**src/rtl/game_state_ctrl.sv**
```systemverilog
// Game-flow controller: debounced start, IDLE/PLAY/OVER sequencing, new_game pulse, level.
// Optional pause button and run gating when GAME_PAUSE_EN is defined.
module game_state_ctrl #(
   parameter int unsigned DEB_CYCLES      = 500000,
   parameter int unsigned DEB_W           = 19,
   parameter int unsigned DEAD_HOLD_TICKS = 120,
   parameter int unsigned LEVEL_TICKS     = 600,
   parameter int unsigned LVL_W           = 3
) (
   input  logic             clk,
   input  logic             reset,
   input  logic             tick,
   input  logic             start,
   input  logic             dead,
`ifdef GAME_PAUSE_EN
   input  logic             pause,
`endif
   output logic             status,
   output logic             game_over,
   output logic             new_game,
   output logic [LVL_W-1:0] level,
   output logic             run
);

`ifdef GAME_PAUSE_EN
   localparam int unsigned NBTN = 2;
`else
   localparam int unsigned NBTN = 1;
`endif
   localparam int unsigned HOLD_W = $clog2(DEAD_HOLD_TICKS + 1);
   localparam int unsigned LT_W   = $clog2(LEVEL_TICKS + 1);

   localparam logic [DEB_W-1:0]  DEB_LAST  = DEB_W'(DEB_CYCLES - 1);
   localparam logic [HOLD_W-1:0] HOLD_INIT = HOLD_W'(DEAD_HOLD_TICKS - 1);
   localparam logic [LT_W-1:0]   LT_LAST   = LT_W'(LEVEL_TICKS - 1);

   typedef enum logic [1:0] {StIdle, StPlay, StOver} state_e;

   // Button conditioning: bit 0 is start, bit 1 (if present) is pause.
   logic [NBTN-1:0]  btn_raw;
   logic [NBTN-1:0]  sync1_q, sync2_q, stable_q, stable_dly_q, press;
   logic [DEB_W-1:0] deb_cnt_q [NBTN];

`ifdef GAME_PAUSE_EN
   assign btn_raw = {pause, start};
`else
   assign btn_raw = start;
`endif

   always_ff @(posedge clk) begin
      if (reset) begin
         sync1_q      <= '0;
         sync2_q      <= '0;
         stable_q     <= '0;
         stable_dly_q <= '0;
         for (int i = 0; i < NBTN; i++) begin
            deb_cnt_q[i] <= '0;
         end
      end else begin
         sync1_q      <= btn_raw;
         sync2_q      <= sync1_q;
         stable_dly_q <= stable_q;
         for (int i = 0; i < NBTN; i++) begin
            if (sync2_q[i] == stable_q[i]) begin
               deb_cnt_q[i] <= '0;
            end else if (deb_cnt_q[i] == DEB_LAST) begin
               stable_q[i]  <= ~stable_q[i];
               deb_cnt_q[i] <= '0;
            end else begin
               deb_cnt_q[i] <= deb_cnt_q[i] + 1'b1;
            end
         end
      end
   end

   // Rising edge of the debounced level; both terms are flops, so this is glitch-free.
   assign press = stable_q & ~stable_dly_q;

   logic start_press, frozen;
   assign start_press = press[0];

   state_e            state_q, state_d;
   logic [HOLD_W-1:0] hold_q, hold_d;
   logic [LT_W-1:0]   lvl_cnt_q, lvl_cnt_d;
   logic [LVL_W-1:0]  level_q, level_d;
   logic              new_game_q, new_game_d;
   logic              status_q, game_over_q;
   logic              enter_play;

`ifdef GAME_PAUSE_EN
   logic pause_press, paused_q, paused_d, run_q;
   assign pause_press = press[1];
   assign frozen      = paused_q;
`else
   assign frozen      = 1'b0;
`endif

   always_comb begin
      state_d    = state_q;
      hold_d     = hold_q;
      lvl_cnt_d  = lvl_cnt_q;
      level_d    = level_q;
      new_game_d = 1'b0;
      enter_play = 1'b0;
`ifdef GAME_PAUSE_EN
      paused_d   = paused_q;
`endif
      unique case (state_q)
         StIdle: begin
            if (start_press) enter_play = 1'b1;
         end
         StPlay: begin
            if (dead) begin
               state_d = StOver;
               hold_d  = HOLD_INIT;
`ifdef GAME_PAUSE_EN
               paused_d = 1'b0;
`endif
            end else begin
`ifdef GAME_PAUSE_EN
               if (pause_press) paused_d = ~paused_q;
`endif
               if (tick && !frozen) begin
                  if (lvl_cnt_q == LT_LAST) begin
                     lvl_cnt_d = '0;
                     if (level_q != '1) level_d = level_q + 1'b1;
                  end else begin
                     lvl_cnt_d = lvl_cnt_q + 1'b1;
                  end
               end
            end
         end
         StOver: begin
            if (tick && hold_q != '0) hold_d = hold_q - 1'b1;
            // Presses during the hold window are dropped, not queued.
            if (start_press && hold_q == '0) enter_play = 1'b1;
         end
         default: state_d = StIdle;
      endcase
      if (enter_play) begin
         state_d    = StPlay;
         new_game_d = 1'b1;
         level_d    = '0;
         lvl_cnt_d  = '0;
`ifdef GAME_PAUSE_EN
         paused_d   = 1'b0;
`endif
      end
   end

   always_ff @(posedge clk) begin
      if (reset) begin
         state_q     <= StIdle;
         hold_q      <= '0;
         lvl_cnt_q   <= '0;
         level_q     <= '0;
         new_game_q  <= 1'b0;
         status_q    <= 1'b0;
         game_over_q <= 1'b0;
`ifdef GAME_PAUSE_EN
         paused_q    <= 1'b0;
         run_q       <= 1'b0;
`endif
      end else begin
         state_q     <= state_d;
         hold_q      <= hold_d;
         lvl_cnt_q   <= lvl_cnt_d;
         level_q     <= level_d;
         new_game_q  <= new_game_d;
         status_q    <= (state_d == StPlay);
         game_over_q <= (state_d == StOver);
`ifdef GAME_PAUSE_EN
         paused_q    <= paused_d;
         run_q       <= (state_d == StPlay) & ~paused_d;
`endif
      end
   end

   assign status    = status_q;
   assign game_over = game_over_q;
   assign new_game  = new_game_q;
   assign level     = level_q;
`ifdef GAME_PAUSE_EN
   assign run       = run_q;
`else
   assign run       = status_q;
`endif

endmodule

```
**config.mk**
```make
export PLATFORM = sky130hd
export DESIGN_NAME = game_state_ctrl
export DESIGN_NICKNAME = d
export VERILOG_FILES = /design/src/rtl/game_state_ctrl.sv
export SDC_FILE = /design/constraint.sdc
export NUM_CORES = 1
export LEC_CHECK = 0
export BUFFER_PORTS_ARGS = -buffer_cell sky130_fd_sc_hd__buf_2
export CORE_MARGIN = 4
export CORE_UTILIZATION = 55
export DETAILED_ROUTE_END_ITERATION = 10
export MAX_ROUTING_LAYER = met4
export PLACE_DENSITY_LB_ADDON = 0.25
export SYNTH_ARGS = -nofsm -noshare
export SYNTH_HDL_FRONTEND = slang
export SYNTH_SLANG_ARGS = --single-unit
```
**constraint.sdc**
```tcl
create_clock -name clk -period 2.2 [get_ports clk]
set_clock_uncertainty 0.1 [all_clocks]
set_input_delay 0.44 -clock clk [delete_from_list [all_inputs] [get_ports clk]]
set_output_delay 0.44 -clock clk [all_outputs]
set_load 0.005 [all_outputs]
```
### Word-level counts from Yosys, hierarchy flattened

Memories as Yosys holds them, arrays and structs flattened.
Cells that the tools add are included.

* reductions and logical operators: 15
* muxes and demuxes: 30
* $add $sub $neg: 4
* equality and inequality tests: 10
* bitwise operators: 5

Operator list (number)
* 2-to-1 mux 19 bit: 3
* OR reduction 19 bit: 3
* adder 19 x 1 -> 19 bit, second input constant: 1
* == test 19 bit, second input constant: 1
* 2-to-1 mux 1 bit: 19
* 2-to-1 mux 7 bit: 2
* case mux 7 bit (2 select lines): 1
* adder 10 x 1 -> 10 bit, second input constant: 1
* == test 10 bit, second input constant: 1
* 2-to-1 mux 10 bit: 1
* logical NOT 7 bit: 1
* nonzero test 7 bit: 1
* subtractor 7 x 1 -> 7 bit, second input constant: 1
* AND reduction 3 bit: 2
* AND reduction 5 bit: 1
* == test 2 x 1 -> 1 bit, second input constant: 2
* == test 2 bit, second input constant: 2
* 2-to-1 mux 2 bit: 2
* != test 2 bit, second input constant: 2
* inverter 1 bit: 4
* case mux 2 bit (2 select lines): 1
* OR reduction 2 bit: 2
* adder 3 x 1 -> 3 bit, second input constant: 1
* != test 3 bit, second input constant: 1
* other kinds (7): 8

* input port bits: 5
* output and inout port bits: 7
* logic and storage cells: 76
* memories kept: 1
* register bits after elaboration: 29
* RAM bits: 19

Memory list
* deb_cnt_q: depth 1, width 19, read ports 1, clocked after Yosys merged registers in 0, wr ports 1, RTL line 42 `logic [DEB_W-1:0] deb_cnt_q [NBTN];`

### Depth between registers and ports, before layout

Gate-level depths: netlist of the first run.
An unclocked memory read counts as a cell.

* word-level depth: 9
* mapped depth: 7
* depth with buffers taken out: 6

### Worst setup path before layout of the first run

No wires, ideal clock.

* kind: reg-to-reg
* start point: memory deb_cnt_q[0][0]
* end point: memory deb_cnt_q[0][18], data pin
* stages on the path, launching flop included: 6
* arrival time: 1.772 ns
* path slack: 0.182 ns
* period minus slack after synthesis: 2.018 ns
* buffers on the path: 0
* cell sequence: edfxtp_1 > ha_1 > nand4_4 > or4_1 > or3_1 > a21oi_1

* cells in the longest elaborated chain, start to end: 9

Ends and longest elaborated chain
* start, declared: RTL line 42
* memory (1 x 19 bit) (*)
* == test 19 bit: RTL line 66 `end else if (deb_cnt_q[i] == DEB_LAST) begin`
* 2-to-1 mux 1 bit: RTL line 66
* 2-to-1 mux 1 bit: RTL line 64 `if (sync2_q[i] == stable_q[i]) begin`
* 2-to-1 mux 1 bit: RTL line 51 `if (reset) begin`
* 2-to-1 mux 1 bit (not written as such): RTL line 68 `deb_cnt_q[i] <= '0;`
* OR reduction 19 bit (no source line)
* 2-to-1 mux 19 bit (no source line)
* 2-to-1 mux 19 bit (no source line) (*)

Mark *: on every way between the ends. The rest lies on a longest branch, timed or not.

### Worst setup path in the final report of the first run

Ends and elaborated chain as after synthesis.

==> results of run 1 <==
## per-stage QoR
step | hold WS [ps] | util, % | instance area, um^2 | std cells
final | 256 | 66.5 | 2750 | 334
after global routing | 300 | 66.5 | 2750 | 334
after CTS | 247 | 66.4 | 2750 | 334
after detailed placement | 325 | 64.0 | 2650 | 326
after global placement | 328 | 64.0 | 2650 | 326
after floorplan | 314 | - | 2490 | 261
## what timing repair did
action                     in CTS  in global routing
setup endpoints to repair       0                  4
resized for setup               0                  2
setup buffers                   0                  0
## registers in the layout (all words and copies together) (netlist names)
register,count
stable_dly_q,1
sync2_q,1
state_q,2
hold_q,7
new_game,1
deb_cnt_q,19
run,1
stable_q,1
sync1_q,1
game_over,1
level,3
lvl_cnt_q,10
## worst max-delay path, cell delays in order, from the launching register on
cell,delay [ps]
edfxtp_1,430
ha_2,260
nand4_4,120
or4_1,560
or3_1,320
a21oi_1,150
## worst min-delay path by stage
stage                     startpoint  endpoint  cells past startpoint
final                          start   sync1_q                      2
after global routing           start   sync1_q                      2
after CTS                      start   sync1_q                      2
after detailed placement     sync1_q   sync2_q                      1
after global placement       sync1_q   sync2_q                      1
after floorplan              sync1_q   sync2_q                      1
## kinds of logic (layout without fill, tap and decap cells)
logic type / after synthesis / after routing / synth area share (%)
AO/OA/AOI/OAI: 22 / 22 / 6.66
XOR/XNOR: 26 / 26 / 9.39
adder cells (fa/ha/maj): 6 / 6 / 3.10
buffers and inverters: 14 / 37 / 2.63
flip-flops: 48 / 48 / 47.5
multiplexers: 4 / 4 / 1.70
other: 1 / 19 / 0.155
AND/OR/NAND/NOR: 122 / 122 / 28.9
## power by group
part,switching [mW],internal (mW)
Sequential,0.0198,0.939
Combinational,0.0332,0.0227
Clock,0.279,0.287
## placed cells by master (no fill, tap or decap), types with 2 or more instances in the layout
cell / n
a211oi_1: 2
or3_1: 2
or4_1: 2
conb_1: 19
and3_1: 3
nor2b_1: 5
inv_1: 8
nor3_1: 16
and2_1: 2
o21ai_0: 2
nand3b_1: 3
mux2i_1: 3
a21oi_1: 8
nand3_1: 9
buf_4: 10
edfxtp_1: 19
ha_1: 5
nand2_1: 10
xor2_1: 7
buf_2: 11
and3b_1: 2
dfxtp_1: 29
nor2_1: 36
clkbuf_8: 7
xnor2_1: 19
or4b_4: 2
nor4_1: 11
nand4_1: 7
## final cells by class
cell class	instances	share of cell area (%)
multi-input cells	199	46.5
inverters	8	1.09
flip-flops and latches	48	41.8
well taps	50	2.27
repair buffers	21	4.73
clock buffers	8	3.63
## layer usage
metal / GRT usage, % / up-vias / part of all wire, %
li1: - / 935 / -
met1: 23.1 / 875 / 47
met2: 31.2 / 17 / 50
met3: 2.57 / 7 / 1.8
met4: 8.10 / 0 / 1.5
met5: - / - / 0
==> metrics.csv, run 1 <==
metric;value;unit
CTS Buf Count;5;
first-pass GRT wire length;7.95;mm
latest clock arrival within the worst-skew pair;300;ps
Ports;12;
Root Buffer;clkbuf_8;
most common cell in the synthesized netlist;nor2_1;
area grow syn2layout;13.6;%
Slew Viols, Final;0;
worst reg2reg path startpoint;deb_cnt_q[0][0];
Main synth FF type;dfxtp_1;
critical path endpoint;deb_cnt_q[0][18];
die height;74.4;um
Final #Nets;294;
drt initial violations;120;
Crit path arrival time;2130;ps
WL/cell;13.2;um
register area;0.00115;mm^2
Tot Pwr;1.58;mW
multi-input logic area;0.00128;mm^2
r2r setup slk;120;ps
r2r endpoint;deb_cnt_q[0][18];
core area;0.00414;mm^2
Setup TNS;0;ps
Max clock buf depth;2;
Slew @ Worst Pin;638;ps
Post-synth EDFFs;19;
filler cell count;349;
clk sinks;48;
RSZ-0062 raised after global routing;false;
static leakage;0.996;nW
Placer Congestion;0.807;
main area contributors after synthesis;dfxtp_1 24%, edfxtp_1 24%, xnor2_1 6.9%, nor2_1 5.6%, nor3_1 3.3%;
Commonest cells post-synth;36 x nor2_1, 29 x dfxtp_1, 19 x edfxtp_1, 19 x xnor2_1, 16 x nor3_1;
Reg clk slew, reported paths;80;ps
vias;1834;
Hold Buf Count CTS;0;
layout cells sized above 1;14.8;%
Min-Delay Path Class;in -> reg;
final-report hold violation count;0;
Residual DRC;0;
CTS H-tree lvls;2;
drt first pass iters;4;
total global-route track usage;18.9;%
initial antenna violation count;0;
type of the worst setup path;reg -> reg;
CTS tree;built;
overflow left after global routing;0;
Port Buffer Count;11;
# rows;23;
R2R cell count;5;
maxcap violations;0;
Final setup viols;0;
critical path startpoint category;register;
Die Area;0.00554;mm^2
Post-Synthesis Cells;243;
Post-synth ARST share;0;%
Synth Register Bits;48;
critical path capture point type;register;
worst vdd ir;0.349;mV
Rel. slew slack;56.9;%
vias in the first global route;1813;
syn_area_per_cell;9.98;um^2
CP Max Fanout;5;
Tmin final;2080;ps
synth warn;0;
Detail Placement HPWL;3.24;mm
drt total wl;4.40;mm
dominant cell type by area after synthesis;dfxtp_1;
die width;74.4;um
Seq/Total Area, Yosys;47.5;%
post-synth cell types;49;
CP Launch Point;deb_cnt_q[0][0];
Yosys top cell area share;23.9;%
Worst Slack Setup Final;120;ps
status;finished, final reports clean;
synthesized cell area;0.00242;mm^2
Starting Density;58.5;%
Req. time, crit path;2250;ps
Highest Clock Rate;481;MHz
final worst path period share;94.6;%
vias per inst;5.49;
Power Density;574;mW/mm^2
largest net degree at the start of global routing;16;
Post-DRT Antenna Nets;0;
# diodes;0;
Post-Place Setup Slack;105;ps
No activity file was read; power rests on OpenSTA's default activity.
==> run 2: changes to the inputs <==
CORE_ASPECT_RATIO = 1.75   (was default)
CORE_UTILIZATION = 54   (was 55)
clock period = 1.8 ns   (was 2.2 ns; I/O delays follow)
==> run 2 against run 1 <==
Compared with the run above:
- the run now ends with setup timing left
- core utilization is 7.0 points higher
- worst hold slack lost 36 ps
- clock power rose by 9.4%
- fmax rose by 8.9%
- design area grew 16%
- non-clock buffer count rose by 44
- global-route usage up 2.2 points
- sequential power up 21%
- sequential share of layout area is 5.8 points lower
- register-to-register slack got worse by 230 ps
- largest cell class unchanged
==> metrics.csv, run 2 (synthesized netlist as in run 1, its figures left out) <==
metric;value;unit
Setup TNS;-1970;ps
Port Buffer Count;11;
Final #Nets;338;
worst reg2reg path startpoint;deb_cnt_q[0][5];
WL/cell;14.2;um
r2r setup slk;-110;ps
Power Density;595;mW/mm^2
Starting Density;55.6;%
core area;0.00436;mm^2
initial antenna violation count;0;
RSZ-0062 raised after global routing;true;
Post-DRT Antenna Nets;0;
Die Area;0.00567;mm^2
failing checks;setup timing;
Highest Clock Rate;523;MHz
vias per inst;5.45;
CTS Buf Count;5;
filler cell count;329;
CTS tree;built;
Root Buffer;clkbuf_8;
min-delay src;start;
layout cells sized above 1;32.9;%
CTS H-tree lvls;2;
# rows;32;
Largest register FFs;19;
critical path capture point type;register;
latest clock arrival within the worst-skew pair;300;ps
largest net degree at the start of global routing;16;
Finished Cell Area;0.00320;mm^2
die width;58.7;um
vias in the first global route;2155;
drt first pass iters;4;
final worst path period share;106;%
critical path startpoint category;register;
met2 WL;3.18;mm
Min-Delay Path Class;in -> reg;
Detail Placement HPWL;3.97;mm
clk sinks;48;
die height;96.6;um
# diodes;0;
Slew Viols, Final;0;
Ports;12;
most common cell after layout, fill and taps aside;buf_4;
Crit path arrival time;1860;ps
CP Launch Point;deb_cnt_q[0][5];
Final setup viols;26;
Worst Slack Setup Final;-111;ps
top sig layer;met4;
final-report hold violation count;0;
drt initial violations;64;
Max clock buf depth;2;
overflow left after global routing;0;
type of the worst setup path;reg -> reg;
Placer Congestion;0.857;
wire length on met3;119;um
CP Max Fanout;6;
status;complete, but fails checks;
Largest Register;deb_cnt_q;
worst vdd ir;0.827;mV
Reg clk slew, reported paths;90;ps
total global-route track usage;21.1;%
maxcap violations;0;
first-pass GRT wire length;9.32;mm
commonest cells after routing, fill and taps aside;52 x buf_4, 28 x nor2_1, 26 x dfxtp_1;
vias;2065;
Req. time, crit path;1750;ps
biggest regs;deb_cnt_q (19), lvl_cnt_q (10), hold_q (7);
static leakage;1.25;nW
area grow syn2layout;32.1;%
Placement Cell Area;0.00298;mm^2
WL met1;1.95;mm
Tmin final;1910;ps
Residual DRC;0;
drt total wl;5.38;mm
==> run 2: cell count changes in the layout (fill, tap and decap cells not counted), sizes merged <==
| cell | delta |
|---|---|
| buf | +44 |
| clkbuf | -2 |
| clkinv | +1 |
| inv | +1 |
==> run 2: power breakdown <==
group | internal, mW | switching, mW | leakage (nW)
Combinational | 0.0600 | 0.0641 | 0.769
Clock | 0.273 | 0.346 | 0.0455
Sequential | 1.15 | 0.0155 | 0.431
==> run 2: final timing paths <==
path / cells after the start / end
setup reg to reg: 4 / deb_cnt_q[0][6]
hold / removal: 2 / sync1_q
hold reg to reg: 1 / sync2_q
setup / recovery: 4 / deb_cnt_q[0][6]
==> run 2: timing repair <==
item                       CTS  global route
pin swaps                   16             2
hold endpoints to repair     0             0
hold buffers                 0             0
resized for setup           20             9
setup buffers                4             1
setup endpoints to repair   34            37
==> run 2: layout make-up <==
class	count	area [um^2]	share of cell area, %
multi-input combinational	199	1400	43.8
sequential	48	1150	36.0
timing repair buffer	65	468	14.6
clock buffer	6	72.6	2.26
tap	51	63.8	1.99
inverter	8	30.0	0.937
clock inverter	2	11.3	0.351
==> run 2: routing by layer <==
metal  track usage, %  vias up
met4             6.81        0
met1             22.2      987
met3             2.80       17
met5                -        -
li1                 -     1024
met2             38.9       37
==> run 2: worst max-delay path, stage by stage (launching register included) <==
cell and delay, ps:
edfxtp_1 470, or4b_4 590, o31ai_4 260, buf_6 180
nor2_1 50
==> run 2: through the flow <==
| step | cells | worst slack, ps | hold slack [ps] | total power, mW | util (%) |
|---|---|---|---|---|---|
| global placement | 366 | -117 | 324 | 1.30 | 68.2 |
| global route | 379 | -174 | 227 | 2.00 | 73.4 |
| finish | 379 | -111 | 220 | 1.91 | 73.4 |
| floorplan | 261 | -40.3 | 314 | 1.24 | - |
| CTS | 378 | -111 | 209 | 1.93 | 72.2 |
| detailed placement | 366 | -174 | 346 | 1.30 | 68.2 |
